## src/rtl/reg_scoreboard_if.sv

```systemverilog
// Issue/write-back bus between decode and the register scoreboard.
interface reg_scoreboard_if #(
  parameter int NREG = 32
) ();
  localparam int AW = $clog2(NREG);

  logic          issue_valid;
  logic [AW-1:0] issue_rs;
  logic [AW-1:0] issue_rt;
  logic          issue_use_rt;
  logic          issue_wr;
  logic [AW-1:0] issue_rd;
  logic          wb_valid;
  logic [AW-1:0] wb_addr;
  logic          flush;
  logic          stall;
  logic          issue_fire;
  logic [NREG-1:0] busy_vec;
  logic [6:0]    pend_total;
  logic          wb_err;

  modport master (
    output issue_valid, issue_rs, issue_rt, issue_use_rt, issue_wr, issue_rd,
    output wb_valid, wb_addr, flush,
    input  stall, issue_fire, busy_vec, pend_total, wb_err
  );

  modport slave (
    input  issue_valid, issue_rs, issue_rt, issue_use_rt, issue_wr, issue_rd,
    input  wb_valid, wb_addr, flush,
    output stall, issue_fire, busy_vec, pend_total, wb_err
  );
endinterface

```

## src/rtl/reg_scoreboard.sv

```systemverilog
// Register scoreboard: per-register pending-write counters, RAW and
// saturation stall, total outstanding count and sticky write-back error.

// Per-register pending-write counter with registered busy flag.
module reg_sb_cnt #(
  parameter int CNT_W = 2
) (
  input  logic             clk,
  input  logic             reset,
  input  logic             flush_i,
  input  logic             inc_i,
  input  logic             dec_i,
  output logic [CNT_W-1:0] cnt_o,
  output logic             busy_o
);
  logic [CNT_W-1:0] cnt_q, cnt_d;
  logic             busy_q;

  // Next count: flush wins, simultaneous inc/dec cancel.
  always_comb begin
    cnt_d = cnt_q;
    if (flush_i)             cnt_d = '0;
    else if (inc_i && !dec_i) cnt_d = cnt_q + CNT_W'(1);
    else if (dec_i && !inc_i) cnt_d = cnt_q - CNT_W'(1);
  end

  // Counter and busy state.
  always_ff @(posedge clk or negedge reset) begin
    if (!reset) begin
      cnt_q  <= '0;
      busy_q <= 1'b0;
    end else begin
      cnt_q  <= cnt_d;
      busy_q <= |cnt_d;
    end
  end

  assign cnt_o  = cnt_q;
  assign busy_o = busy_q;
endmodule

module reg_scoreboard #(
  parameter int NREG  = 32,
  parameter int CNT_W = 2
) (
  input  logic clk,
  input  logic reset,
  reg_scoreboard_if.slave sb
);
  localparam int AW = $clog2(NREG);
  localparam logic [CNT_W-1:0] MAX = {CNT_W{1'b1}};

  logic [NREG-1:0][CNT_W-1:0] cnt_q;
  logic [NREG-1:0][CNT_W-1:0] eff;
  logic [NREG-1:0]            inc, dec, busy;
  logic                       stall, fire, inc_any, dec_any, wb_bad;
  logic [6:0]                 pend_q, pend_d;
  logic                       err_q;

  // Register 0 is hardwired zero: never counted, never busy.
  assign cnt_q[0] = '0;
  assign eff[0]   = '0;
  assign inc[0]   = 1'b0;
  assign dec[0]   = 1'b0;
  assign busy[0]  = 1'b0;

  for (genvar i = 1; i < NREG; i++) begin : g_reg
    assign dec[i] = sb.wb_valid && (sb.wb_addr == AW'(i)) && (cnt_q[i] != '0);
    assign inc[i] = fire && sb.issue_wr && (sb.issue_rd == AW'(i));
    // Same-cycle write-back releases its register for the hazard check.
    assign eff[i] = cnt_q[i] - CNT_W'(dec[i]);

    reg_sb_cnt #(.CNT_W(CNT_W)) u_cnt (
      .clk     (clk),
      .reset   (reset),
      .flush_i (sb.flush),
      .inc_i   (inc[i]),
      .dec_i   (dec[i]),
      .cnt_o   (cnt_q[i]),
      .busy_o  (busy[i])
    );
  end

  // Hazard check; saturation deliberately uses cnt, not eff, to keep wb off the rd path.
  always_comb begin
    stall = sb.issue_valid &&
            ((eff[sb.issue_rs] != '0) ||
             (sb.issue_use_rt && (eff[sb.issue_rt] != '0)) ||
             (sb.issue_wr && (sb.issue_rd != '0) && (cnt_q[sb.issue_rd] == MAX)));
  end

  assign fire    = sb.issue_valid && !stall;
  assign inc_any = fire && sb.issue_wr && (sb.issue_rd != '0);
  assign dec_any = |dec;
  assign wb_bad  = sb.wb_valid && (cnt_q[sb.wb_addr] == '0);

  // Running total of outstanding writes.
  always_comb begin
    pend_d = pend_q;
    if (sb.flush)                 pend_d = '0;
    else if (inc_any && !dec_any) pend_d = pend_q + 7'd1;
    else if (dec_any && !inc_any) pend_d = pend_q - 7'd1;
  end

  // Total count and sticky error; only reset clears the error.
  always_ff @(posedge clk or negedge reset) begin
    if (!reset) begin
      pend_q <= '0;
      err_q  <= 1'b0;
    end else begin
      pend_q <= pend_d;
      if (wb_bad) err_q <= 1'b1;
    end
  end

  assign sb.stall      = stall;
  assign sb.issue_fire = fire;
  assign sb.busy_vec   = busy;
  assign sb.pend_total = pend_q;
  assign sb.wb_err     = err_q;
endmodule

```

## src/flat_wrapper.sv

```systemverilog
// flat-port wrapper written by rule: the top's interface ports become plain ports
module reg_scoreboard_flat 
#(
  parameter int NREG  = 32,
  parameter int CNT_W = 2
)
  (clk, reset, sb_issue_valid, sb_issue_rs, sb_issue_rt, sb_issue_use_rt, sb_issue_wr, sb_issue_rd, sb_wb_valid, sb_wb_addr, sb_flush, sb_stall, sb_issue_fire, sb_busy_vec, sb_pend_total, sb_wb_err);
  reg_scoreboard_if #(.NREG(NREG)) sb_i ();
  input  logic clk;
  input  logic reset;
  input wire logic [$bits(sb_i.issue_valid)-1:0] sb_issue_valid;
  input wire logic [$bits(sb_i.issue_rs)-1:0] sb_issue_rs;
  input wire logic [$bits(sb_i.issue_rt)-1:0] sb_issue_rt;
  input wire logic [$bits(sb_i.issue_use_rt)-1:0] sb_issue_use_rt;
  input wire logic [$bits(sb_i.issue_wr)-1:0] sb_issue_wr;
  input wire logic [$bits(sb_i.issue_rd)-1:0] sb_issue_rd;
  input wire logic [$bits(sb_i.wb_valid)-1:0] sb_wb_valid;
  input wire logic [$bits(sb_i.wb_addr)-1:0] sb_wb_addr;
  input wire logic [$bits(sb_i.flush)-1:0] sb_flush;
  output wire logic [$bits(sb_i.stall)-1:0] sb_stall;
  output wire logic [$bits(sb_i.issue_fire)-1:0] sb_issue_fire;
  output wire logic [$bits(sb_i.busy_vec)-1:0] sb_busy_vec;
  output wire logic [$bits(sb_i.pend_total)-1:0] sb_pend_total;
  output wire logic [$bits(sb_i.wb_err)-1:0] sb_wb_err;
  assign sb_i.issue_valid = sb_issue_valid;
  assign sb_i.issue_rs = sb_issue_rs;
  assign sb_i.issue_rt = sb_issue_rt;
  assign sb_i.issue_use_rt = sb_issue_use_rt;
  assign sb_i.issue_wr = sb_issue_wr;
  assign sb_i.issue_rd = sb_issue_rd;
  assign sb_i.wb_valid = sb_wb_valid;
  assign sb_i.wb_addr = sb_wb_addr;
  assign sb_i.flush = sb_flush;
  assign sb_stall = sb_i.stall;
  assign sb_issue_fire = sb_i.issue_fire;
  assign sb_busy_vec = sb_i.busy_vec;
  assign sb_pend_total = sb_i.pend_total;
  assign sb_wb_err = sb_i.wb_err;
  reg_scoreboard #(.NREG(NREG), .CNT_W(CNT_W)) u_core (.clk(clk), .reset(reset), .sb(sb_i));
endmodule
```

## config.mk

```make
export PLATFORM = sky130hd
export DESIGN_NAME = reg_scoreboard_flat
export DESIGN_NICKNAME = d
export VERILOG_FILES = /design/src/rtl/reg_scoreboard_if.sv /design/src/rtl/reg_scoreboard.sv /design/src/flat_wrapper.sv
export SDC_FILE = /design/constraint.sdc
export NUM_CORES = 1
export LEC_CHECK = 0
export CELL_PAD_IN_SITES_DETAIL_PLACEMENT = 0
export CELL_PAD_IN_SITES_GLOBAL_PLACEMENT = 2
export CORE_MARGIN = 3
export CORE_UTILIZATION = 34
export DETAILED_ROUTE_END_ITERATION = 10
export GPL_ROUTABILITY_DRIVEN = 0
export PLACE_DENSITY_LB_ADDON = 0.1
export SLEW_MARGIN = 20
export SYNTH_ARGS = -nofsm -noshare
export SYNTH_HDL_FRONTEND = slang
export SYNTH_SLANG_ARGS = --single-unit
```

## constraint.sdc

```tcl
create_clock -name clk -period 5.3 [get_ports clk]
set_input_delay 0.53 -clock clk [delete_from_list [all_inputs] [get_ports clk]]
set_output_delay 0.53 -clock clk [all_outputs]
set_load 0.02 [all_outputs]
```

==> reports/summary.md <==
• **transition time at the pin with the least slew margin** 1160 ps
• **Die Span Y** 176 microns
• **Antenna Nets Post-Route** 0
• **Clk network pwr share** 32.4%
• **syn_area_per_cell** 8.50 sq um
• **relative slew slack** 21.9%
• **library cell used as clock root buffer** sky130_fd_sc_hd__clkbuf_16
• **synthesis-stage register bit count** 101
• **number of DRC violations after detailed-routing iteration 0** 590
• **distinct cell type count after synthesis** 74
• **final count of hold timing violations** 0
• **Worst EP arrival** 5430 ps
• **share of async-settable or async-resettable flops after synthesis** 100%
• **Vias** 9332
• **H-tree depth** 3
• **power per cell area** 182 mW/mm^2
• **TritonCTS clock tree** done
• **maximum number of pins on one net before global-route repair** 61
• **minimum clock period after layout** 5180 ps
• **antenna violations before repair** 0
• **category of the worst setup path launch point** primary input
• **# Max-Cap Violations** 0
• **sw frac** 33.2%
• **global-route congestion overflow total** 0
• **half-perimeter wire length after detailed placement** 28.1 mm
• **number of enable flip-flop cells after synthesis** 0
• **floorplan row count** 61
• **overall die width** 176 microns
• **kind of path behind the tightest hold check** primary input to asynchronous set/reset pin
• **sort of element at the end of the critical path** flop
• **number of detailed-routing iterations run before antenna repair** 5
• **clk_skew** 10.8 ps
• **initial cell density of the core** 34.9%
• **largest fanout on the critical path** 9
• **fill cell total of the finished layout** 2873
• **count of mapped cells out of synthesis** 1157
• **count of input and output buffers** 67
• **via-per-instance ratio** 5.54
• **overall routing resource usage** 23.7%
• **placed standard-cell area** 0.0117 sq mm
• **kind of critical path** primary input to flop
• **result of the run** finished clean
• **setup repair after global routing missed its margin** true
• **routed wire length** 36.4 mm
• **total nets after synthesis** 1252
• **leakage power** 5.30 nW
• **part of the Yosys area used for sequential elements** 25.7%
• **CTS clk-pin slew, worst paths** 70 ps
• **combined area of the multi-input logic cells** 0.00653 sq mm
• **area growth from synthesis to layout** 22.7%
• **placeable core region** 0.0282 sq mm
• **combined flip-flop and latch cell area** 0.00253 sq mm
• **sw power** 0.730 mW
• **count of yosys warnings during synthesis** 0
• **vias in the first global route** 8992
• **synthesized area** 0.00984 sq mm
• **primary flip-flop cell chosen by synthesis mapping** sky130_fd_sc_hd__dfrtp_1
• **share of cells above drive strength 1** 20.0%
• **total setup violations reported at the end of the flow** 0
• **number of sinks driven by the clock tree** 101
• **Slew Viols, Final** 0
• **count of boundary I/O pins** 69
• **register-to-register setup slack** 350 ps
• **drc violations** 0
• **Worst Hold Slack** 257 ps
• **Cell Int Power** 1.47 mW
• **TritonCTS buffer count** 9
• **layout net count** 1395
• **VDD IR max** 0.145 mV
• **average wire per cell in the routed design** 21.6 microns
• **Clock Latency Late Sink** 370 ps
• **summed area of non-filler cells in the final layout** 0.0121 sq mm
• **Final period util** 97.7%
• **Max clock buf depth** 2
• **first-pass GRT wire length** 55.7 mm
• **Highest Clock Rate** 0.193 GHz
• **critical path required time** 5550 ps
• **part of the power in registers** 38.6%
• **antenna diode instance count** 0
• **die area** 0.0310 sq mm
• **combinational share of power** 29.0%
timing repair:
action | CTS | global route
pin swaps | 2 | 5
setup endpoints to repair | 4 | 5
hold buffers | 0 | 0
gates resized for setup | 4 | 14
buffers inserted | 1 | 1
registers in the layout (all words and copies together), names as in the netlist:
| register | flops |
|---|---|
| u_core.sb.wb_err | 1 |
| u_core.g.u_cnt.busy_o | 31 |
| u_core.sb.pend_total | 7 |
| u_core.g.u_cnt.cnt_o | 62 |
through the flow:
stage / cells / power, mW / setup slack [ps] / setup TNS (ps) / util [%]
2_1_floorplan: 1157 / 1.23 / 2.16 / 0 / -
3_3_place_gp: 1665 / 1.49 / -417 / -2300 / 41.5
3_5_place_dp: 1665 / 1.49 / -528 / -4020 / 41.5
4_1_cts: 1682 / 2.22 / 19.7 / 0 / 42.7
5_1_grt: 1683 / 2.32 / -83.3 / -89.2 / 42.9
6_report: 1683 / 2.20 / 123 / 0 / 42.9
kinds of logic (layout without fill, tap and decap cells):
group	after synthesis	in the layout	synth area share, %
other cells	1	1	0.0381
buf+inv	187	335	8.96
flops	101	101	25.7
mux	70	70	10.5
simple gates	445	445	24.1
fa+ha+maj	68	68	8.72
xor+xnor	65	65	5.93
compound gates	220	220	16.0
Yosys cell counts, types with 8 or more instances:
| cell | n | share of area [%] |
|---|---|---|
| sky130_fd_sc_hd__or2_2 | 8 | 0.51 |
| sky130_fd_sc_hd__o21ai_0 | 24 | 1.2 |
| sky130_fd_sc_hd__and3_1 | 17 | 1.1 |
| sky130_fd_sc_hd__or4_1 | 8 | 0.61 |
| sky130_fd_sc_hd__or3_1 | 33 | 2.1 |
| sky130_fd_sc_hd__nor4_1 | 12 | 0.76 |
| sky130_fd_sc_hd__o22ai_1 | 12 | 0.76 |
| sky130_fd_sc_hd__a311oi_1 | 9 | 0.80 |
| sky130_fd_sc_hd__dfrtp_1 | 101 | 26 |
| sky130_fd_sc_hd__inv_1 | 94 | 3.6 |
| sky130_fd_sc_hd__nand2b_1 | 18 | 1.1 |
| sky130_fd_sc_hd__clkbuf_1 | 40 | 1.5 |
| sky130_fd_sc_hd__and2_1 | 14 | 0.89 |
| sky130_fd_sc_hd__xnor2_1 | 43 | 3.8 |
| sky130_fd_sc_hd__nor2_1 | 97 | 3.7 |
| sky130_fd_sc_hd__nand3_1 | 39 | 2.0 |
| sky130_fd_sc_hd__ha_1 | 67 | 8.5 |
| sky130_fd_sc_hd__mux4_2 | 25 | 5.7 |
| sky130_fd_sc_hd__a211oi_1 | 28 | 2.1 |
| sky130_fd_sc_hd__buf_4 | 33 | 2.5 |
| sky130_fd_sc_hd__nor2b_1 | 29 | 1.8 |
| sky130_fd_sc_hd__a221oi_1 | 19 | 1.7 |
| sky130_fd_sc_hd__a31oi_1 | 26 | 1.7 |
| sky130_fd_sc_hd__o211ai_1 | 11 | 0.84 |
| sky130_fd_sc_hd__a22oi_1 | 9 | 0.69 |
| sky130_fd_sc_hd__mux2i_1 | 29 | 3.0 |
| sky130_fd_sc_hd__xor2_1 | 21 | 1.9 |
| sky130_fd_sc_hd__mux2_2 | 14 | 1.6 |
| sky130_fd_sc_hd__a21oi_1 | 30 | 1.5 |
| sky130_fd_sc_hd__nor3_1 | 33 | 1.7 |
| sky130_fd_sc_hd__a21o_1 | 10 | 0.76 |
| sky130_fd_sc_hd__nand4_1 | 23 | 1.5 |
| sky130_fd_sc_hd__buf_2 | 9 | 0.46 |
| sky130_fd_sc_hd__nand2_1 | 77 | 2.9 |
placed cells by master, fill, tap and decap left out, drive strengths merged, types with 30 or more instances in the layout:
master         instances
buf                  161
dfrtp                101
nor2                  97
inv                   94
nand2                 77
ha                    67
clkdlybuf4s50         60
xnor2                 43
nand3                 40
or3                   33
nor3                  33
a21oi                 30
metal layers:
metal  track usage [%]  routed length (microns)  vias up
met5                 0                        0        -
met4              6.30                      756        0
met3              2.99                     1380       36
met2              39.5                    17400      200
met1              32.6                    16900     4606
li1                  -                        -     4490
critical path, stage by stage:
cell and delay [ps]:
sky130_fd_sc_hd__clkdlybuf4s50_1 460, sky130_fd_sc_hd__buf_4 180, sky130_fd_sc_hd__nor2b_4 170, sky130_fd_sc_hd__buf_4 110, sky130_fd_sc_hd__nand2_1 90, sky130_fd_sc_hd__or3_1 350
sky130_fd_sc_hd__inv_1 90, sky130_fd_sc_hd__ha_1 160, sky130_fd_sc_hd__xnor2_1 190, sky130_fd_sc_hd__o21ai_0 190, sky130_fd_sc_hd__a221oi_1 290, sky130_fd_sc_hd__a211oi_2 160
sky130_fd_sc_hd__o22a_2 250, sky130_fd_sc_hd__nor4b_4 360, sky130_fd_sc_hd__nand4_1 130, sky130_fd_sc_hd__buf_4 190, sky130_fd_sc_hd__fa_2 360, sky130_fd_sc_hd__a21o_1 180
sky130_fd_sc_hd__a21o_1 160, sky130_fd_sc_hd__a21o_1 170, sky130_fd_sc_hd__a21oi_2 130, sky130_fd_sc_hd__nand2_1 60, sky130_fd_sc_hd__o22ai_1 120, sky130_fd_sc_hd__mux2_2 350
power by group through the flow:
stage / Clock, mW / Combinational (mW) / Sequential (mW)
6_report: 0.712 / 0.637 / 0.849
5_1_grt: 0.771 / 0.691 / 0.855
4_1_cts: 0.742 / 0.635 / 0.849
3_5_place_dp: 0 / 0.626 / 0.863
3_3_place_gp: 0 / 0.629 / 0.864
2_1_floorplan: 0 / 0.370 / 0.856
cell type report:
class,count,share of cell area [%]
clock inverter,6,0.518
tap,378,3.92
inverter,94,2.94
clock buffer,10,1.98
timing repair buffer,225,15.7
multi-input combinational,869,54.0
sequential,101,20.9
worst paths after layout:
path,from,endpoint,depth (start not counted)
max in group asynchronous,reset,u_core.g_reg[21].u_cnt.cnt_o[1],2
worst max-delay path,sb_wb_addr[2],u_core.sb.pend_total[6],24
min in group clk,u_core.g_reg[20].u_cnt.cnt_o[0],u_core.g_reg[20].u_cnt.busy_o,1
worst min-delay path,reset,u_core.g_reg[9].u_cnt.busy_o,1
worst min register to register,u_core.g_reg[20].u_cnt.cnt_o[0],u_core.g_reg[20].u_cnt.busy_o,1
worst max register to register,u_core.g_reg[20].u_cnt.cnt_o[1],u_core.sb.pend_total[6],21
No activity file was read; power rests on OpenSTA's default activity.
